--- config.mk ---
export PLATFORM = sky130hd
export DESIGN_NAME = ks_adder_arbiter
export DESIGN_NICKNAME = d
export VERILOG_FILES = /design/src/rtl/ks_arb_pkg.sv /design/src/rtl/KS_Adder_16bit.sv /design/src/rtl/ks_adder_arbiter.sv
export SDC_FILE = /design/constraint.sdc
export NUM_CORES = 1
export LEC_CHECK = 0
export ABC_AREA = 1
export CAP_MARGIN = 15
export CORE_MARGIN = 4
export CORE_UTILIZATION = 48
export CTS_BUF_LIST = sky130_fd_sc_hd__clkbuf_4 sky130_fd_sc_hd__clkbuf_8
export CTS_CLUSTER_DIAMETER = 100
export DETAILED_ROUTE_END_ITERATION = 12
export GPL_ROUTABILITY_DRIVEN = 0
export PLACE_DENSITY = 0.8
export SLEW_MARGIN = 15
export SYNTH_ARGS = -nofsm -noshare
export SYNTH_HDL_FRONTEND = slang
export SYNTH_SLANG_ARGS = --single-unit
--- constraint.sdc ---
create_clock -name clk -period 2.35 [get_ports clk]
set_clock_uncertainty 0.05 [all_clocks]
set_input_delay 0.235 -clock clk [delete_from_list [all_inputs] [get_ports clk]]
set_output_delay 0.235 -clock clk [all_outputs]
set_load 0.01 [all_outputs]
--- src/rtl/ks_arb_pkg.sv ---
// Shared constants and types for the round-robin arbitrated Kogge-Stone adder.
package ks_arb_pkg;

    localparam int unsigned DATA_W = 16;

    typedef enum logic [1:0] {
        StIdle = 2'd0,
        StAdd  = 2'd1,
        StResp = 2'd2
    } state_e;

    localparam state_e            RST_STATE = StIdle;
    localparam logic [DATA_W-1:0] RST_DATA  = '0;
    localparam logic              RST_BIT   = 1'b0;

endpackage

--- src/rtl/KS_Adder_16bit.sv ---
// 16-bit Kogge-Stone parallel-prefix adder with carry-in; purely combinational.
module KS_Adder_16bit
    import ks_arb_pkg::*;
(
    input  logic [DATA_W-1:0] a_i,
    input  logic [DATA_W-1:0] b_i,
    input  logic              cin_i,
    output logic [DATA_W-1:0] sum_o,
    output logic              cout_o
);

    localparam int unsigned LEVELS = $clog2(DATA_W);

    logic [DATA_W-1:0] p0;
    logic [DATA_W-1:0] g_lv [LEVELS+1];
    logic [DATA_W-1:0] p_lv [LEVELS];

    assign p0 = a_i ^ b_i;
    // Carry-in folded into bit 0 so every prefix G[i] is the carry out of bit i.
    assign g_lv[0] = (a_i & b_i) | {{(DATA_W-1){1'b0}}, p0[0] & cin_i};
    assign p_lv[0] = p0;

    for (genvar l = 0; l < LEVELS; l++) begin : g_lvl
        localparam int unsigned D = 1 << l;
        localparam logic [DATA_W-1:0] LOW_ONES = DATA_W'((32'd1 << D) - 32'd1);

        assign g_lv[l+1] = g_lv[l] | (p_lv[l] & (g_lv[l] << D));
        if (l + 1 < LEVELS) begin : g_prop
            assign p_lv[l+1] = p_lv[l] & ((p_lv[l] << D) | LOW_ONES);
        end
    end

    assign sum_o  = p0 ^ {g_lv[LEVELS][DATA_W-2:0], cin_i};
    assign cout_o = g_lv[LEVELS][DATA_W-1];

endmodule

--- src/rtl/ks_adder_arbiter.sv ---
// N_REQ requesters share one Kogge-Stone adder, one operation in flight (IDLE/ADD/RESP).
// Define KS_ARB_FIXED_PRIO_EN for fixed lowest-index priority instead of round-robin.
module ks_adder_arbiter
    import ks_arb_pkg::*;
#(
    parameter int unsigned N_REQ = 4,
    parameter int unsigned ID_W  = 2
) (
    input  logic                     clk,
    input  logic                     rst_n,
    input  logic [N_REQ-1:0]         req_valid,
    output logic [N_REQ-1:0]         req_ready,
    input  logic [DATA_W*N_REQ-1:0]  req_a,
    input  logic [DATA_W*N_REQ-1:0]  req_b,
    input  logic [N_REQ-1:0]         req_cin,
    output logic                     rsp_valid,
    input  logic                     rsp_ready,
    output logic [ID_W-1:0]          rsp_id,
    output logic [DATA_W-1:0]        rsp_sum,
    output logic                     rsp_cout
);

    state_e            state_q;
    logic [DATA_W-1:0] a_q;
    logic [DATA_W-1:0] b_q;
    logic              cin_q;
    logic [ID_W-1:0]   id_q;
    logic              rsp_valid_q;
    logic [ID_W-1:0]   rsp_id_q;
    logic [DATA_W-1:0] rsp_sum_q;
    logic              rsp_cout_q;

    logic [DATA_W-1:0] add_sum;
    logic              add_cout;
    logic [ID_W-1:0]   arb_start;
    logic              win_found;
    logic [ID_W-1:0]   win_idx;

`ifdef KS_ARB_FIXED_PRIO_EN
    assign arb_start = '0;
`else
    logic [ID_W-1:0] rr_ptr_q;
    assign arb_start = rr_ptr_q;
`endif

    always_comb begin
        logic [ID_W-1:0] cand;
        win_found = 1'b0;
        win_idx   = '0;
        cand      = '0;
        for (int unsigned k = 0; k < N_REQ; k++) begin
            cand = ID_W'((32'(arb_start) + k) % N_REQ);
            if (!win_found && req_valid[cand]) begin
                win_found = 1'b1;
                win_idx   = cand;
            end
        end
    end

    always_comb begin
        req_ready = '0;
        if (rst_n && state_q == StIdle && win_found) begin
            req_ready[win_idx] = 1'b1;
        end
    end

    KS_Adder_16bit u_adder (
        .a_i    (a_q),
        .b_i    (b_q),
        .cin_i  (cin_q),
        .sum_o  (add_sum),
        .cout_o (add_cout)
    );

    always_ff @(posedge clk or negedge rst_n) begin
        if (!rst_n) begin
            state_q     <= RST_STATE;
            a_q         <= RST_DATA;
            b_q         <= RST_DATA;
            cin_q       <= RST_BIT;
            id_q        <= '0;
            rsp_valid_q <= RST_BIT;
            rsp_id_q    <= '0;
            rsp_sum_q   <= RST_DATA;
            rsp_cout_q  <= RST_BIT;
`ifndef KS_ARB_FIXED_PRIO_EN
            rr_ptr_q    <= '0;
`endif
        end else begin
            unique case (state_q)
                StIdle: begin
                    if (win_found) begin
                        a_q     <= req_a[32'(win_idx)*DATA_W +: DATA_W];
                        b_q     <= req_b[32'(win_idx)*DATA_W +: DATA_W];
                        cin_q   <= req_cin[win_idx];
                        id_q    <= win_idx;
                        state_q <= StAdd;
                    end
                end
                StAdd: begin
                    rsp_sum_q   <= add_sum;
                    rsp_cout_q  <= add_cout;
                    rsp_id_q    <= id_q;
                    rsp_valid_q <= 1'b1;
                    state_q     <= StResp;
                end
                StResp: begin
                    if (rsp_ready) begin
                        rsp_valid_q <= 1'b0;
`ifndef KS_ARB_FIXED_PRIO_EN
                        rr_ptr_q    <= ID_W'((32'(id_q) + 32'd1) % N_REQ);
`endif
                        state_q     <= StIdle;
                    end
                end
                default: state_q <= StIdle;
            endcase
        end
    end

    assign rsp_valid = rsp_valid_q;
    assign rsp_id    = rsp_id_q;
    assign rsp_sum   = rsp_sum_q;
    assign rsp_cout  = rsp_cout_q;

endmodule

==> results.yml <==
drt:
  wl_mm: 15.34
  remaining_drc_errors: 0
  vias: 5544
  ant_nets: 0
  vias_per_cell: 5.270
  drt_iter0_drc: 378
  post_drt_wl_per_cell_um: 14.59
  first_pass_iters: 6
sta:
  min_period_ns: 2.381
  max_freq_mhz: 420.0
  rsz0062_at_grt: "yes"
  finalSetupViolCount: 4
  max_slew_margin_pct: 52.96
  hold_viol: 0
  finalWorstSetupSlack_ns: -0.03097
  fin_crit_sh_pct: 101.3
  tightest_slew_ns: 0.7056
  slew_violations: 0
layout:
  layout.cells.non_filler: 1052
  mostFrequentLayoutCell: "nand2_1"
  areaGrowthSynthToFinish_pct: 44.59
  mostFrequentLayoutCells: "403 x nand2_1, 157 x clkdlybuf4s50_1, 67 x nand4_1"
  layout-drive-gt1-share_pct: 12.51
  diodes: 0
  final_area_mm2: 0.006902
  postLayoutCoreUtil_pct: 70.94
  nets: 1070
floorplan:
  fp-row-count: 36
  start_util_pct: 49.06
  die_area_mm2: 0.01160
  die_h_um: 107.7
  coreArea_mm2: 0.009729
  io_pins: 163
  die_w_um: 107.7
power:
  p_per_area_mw_per_mm2: 1666
  vdd_ir_drop_max_uv: 838.9
  p_leak_nw: 3.555
placement:
  dp_hpwl_mm: 11.68
  port_buffers: 162
  place_inst: 1025
  dpl_cell_area_mm2: 0.006436
worst_setup_path:
  crit_path_end_kind: "primary output"
  r2r_slack_ns: 0.08
  r2r_cells: 14
  rr_endpoint: "rsp_cout"
  crit_type: "reg2out"
  start_kind: "flip-flop"
  critPathCapture: "req_ready[3]"
  cp-startpoint: "arb_start[0]"
  r2r-start: "cin_q"
  arrival_ns: 2.10
  crit_fanout: 6
  required_ns: 2.07
synthesis:
  synth.avg_cell_area_um2: 6.364
  synth-main-ff-cell: "dfrtp_1"
  syn-cell-area_mm2: 0.004773
  synth_top_area_share_pct: 33.42
  netlist_instances: 750
  ys_async_sr_fraction_pct: 100.0
  yosysTopAreaCell: "nand2_1"
  synth_area_leaders: "nand2_1 33%, dfrtp_1 31%, nand4_1 8.8%"
  syn_nets: 906
  synth_warnings: 0
  yosysSeqAreaShare_pct: 30.93
  synthDistinctLibCells: 34
  synth_edf_count: 0
  ys_seq_elements: 59
grt:
  grt_overflow_total: 0
  grt_pass1_vias: 5423
  grt_pass1_wl_mm: 25.19
  grt_max_degree: 67
  groute.usage.overall_pct: 26.68
  antenna_found_initial: 0
clock_network:
  clockBufferDepth: 2
  htreeDepth: 3
  cts_tree: "yes"
  cts_sinks: 59
  cts_buffers: 9
  clkTransAtPathRegs_ns: 0.07
  clockRootBuffer: "clkbuf_8"
  hold_buffers: 0
  clk_latency_ns: 0.34
status:
  status: "complete, but fails checks"
  failed_checks: "negative setup slack"
job:
  max_cap_violations: 0
min_path:
  hp-class: "in2async"
[how the worst min path moves through the flow]
stage	from	slack [ns]	to	depth (start not counted)
2_1_floorplan	rst_n	-0.11	a_q[0]	0
3_3_place_gp	rsp_sum[0]	0.40	rsp_sum[0]	2
3_5_place_dp	rsp_id[1]	0.41	rsp_id[1]	2
4_1_cts	rst_n	0.08	state_q[1]	2
5_1_grt	rst_n	0.14	state_q[1]	2
6_report	rst_n	0.08	state_q[1]	2
[final cells by class]
| type | count | area [um^2] |
|---|---|---|
| Timing Repair Buffer | 197 | 1936 |
| Multi-Input combinational cell | 617 | 2997 |
| Inverter | 29 | 113.9 |
| Timing Repair inverter | 1 | 7.507 |
| Clock buffer | 10 | 137.6 |
| Fill cell | 807 | 2828 |
| Sequential cell | 59 | 1479 |
| Tap cell | 133 | 166.4 |
| Clock inverter | 6 | 65.06 |
[per-layer routing]
layer	vias to the layer above	part of all wire [%]	GRT usage, %
met5	-	0	0
met2	243	48	43.38
met1	2523	42	35.22
met3	27	7.4	5.639
li1	2751	-	-
met4	0	2.3	9.017
[kinds of logic after synthesis]
kind of cell | count (synthesis) | share of synthesized area (%)
compound gates | 46 | 5.347
flops | 59 | 30.93
fa+ha+maj | 17 | 4.771
xor+xnor | 8 | 1.468
simple gates | 546 | 48.70
buf+inv | 74 | 8.781
[power breakdown]
group / internal [W] / switching, W / leakage, nW
logic: 0.00329 / 0.00538 / 2.73
clock network: 0.000515 / 0.000415 / 0.0905
registers: 0.00154 / 0.000353 / 0.732
total: 0.00535 / 0.00615 / 3.56
[sequential cells by signal (all words and copies together), names as in the netlist]
name	cells
b_q	16
rsp_id	2
rsp_cout	1
id_q	2
cin_q	1
a_q	16
arb_start	2
state_q	2
rsp_valid	1
rsp_sum	16
[through the flow]
step / power [W] / setup TNS, ns / hold WS [ns] / setup slack (ns)
after floorplan: 0.007747 / 0 / -0.1106 / 0.1657
after global placement: 0.009544 / -2.362 / 0.4046 / -0.1730
after detailed placement: 0.009753 / -5.728 / 0.4123 / -0.2662
after CTS: 0.01093 / -0.01394 / 0.08074 / -0.01153
after global routing: 0.01270 / -1.785 / 0.1359 / -0.1576
final: 0.01150 / -0.09619 / 0.08190 / -0.03097
[cells in the mapped netlist, types with 2 or more instances]
| cell type | n |
|---|---|
| a21o_1 | 2 |
| a21oi_1 | 17 |
| a31oi_1 | 2 |
| buf_1 | 2 |
| buf_2 | 18 |
| buf_4 | 11 |
| buf_6 | 10 |
| clkbuf_1 | 4 |
| dfrtp_1 | 59 |
| fa_1 | 2 |
| ha_1 | 15 |
| inv_1 | 23 |
| inv_2 | 4 |
| nand2_1 | 425 |
| nand2_2 | 4 |
| nand3_1 | 18 |
| nand3_2 | 2 |
| nand3_4 | 2 |
| nand3b_1 | 2 |
| nand4_1 | 67 |
| nor2_1 | 16 |
| nor3_1 | 6 |
| o21ai_0 | 19 |
| o21bai_1 | 3 |
| or2_2 | 2 |
| xnor2_1 | 5 |
| xor2_1 | 3 |
[worst max-delay path, stage by stage, from the launching register on]
cell        delay [ns]
dfrtp_2           0.50
clkinvlp_4        0.18
nand2_1           0.08
nand2_1           0.06
nand2_2           0.08
nand2_2           0.06
nor2_4            0.15
nand3b_1          0.11
nand3_2           0.11
nand2_4           0.09
nor3_2            0.17
buf_2             0.16
[what timing repair did]
item / 4_1_cts / 5_1_grt
gates resized for setup: 37 / 46
setup buffers: 4 / 7
pin swaps: 10 / 17
gates cloned: 1 / 0
setup endpoints to repair: 40 / 42
(Power assumes the default switching activity.)
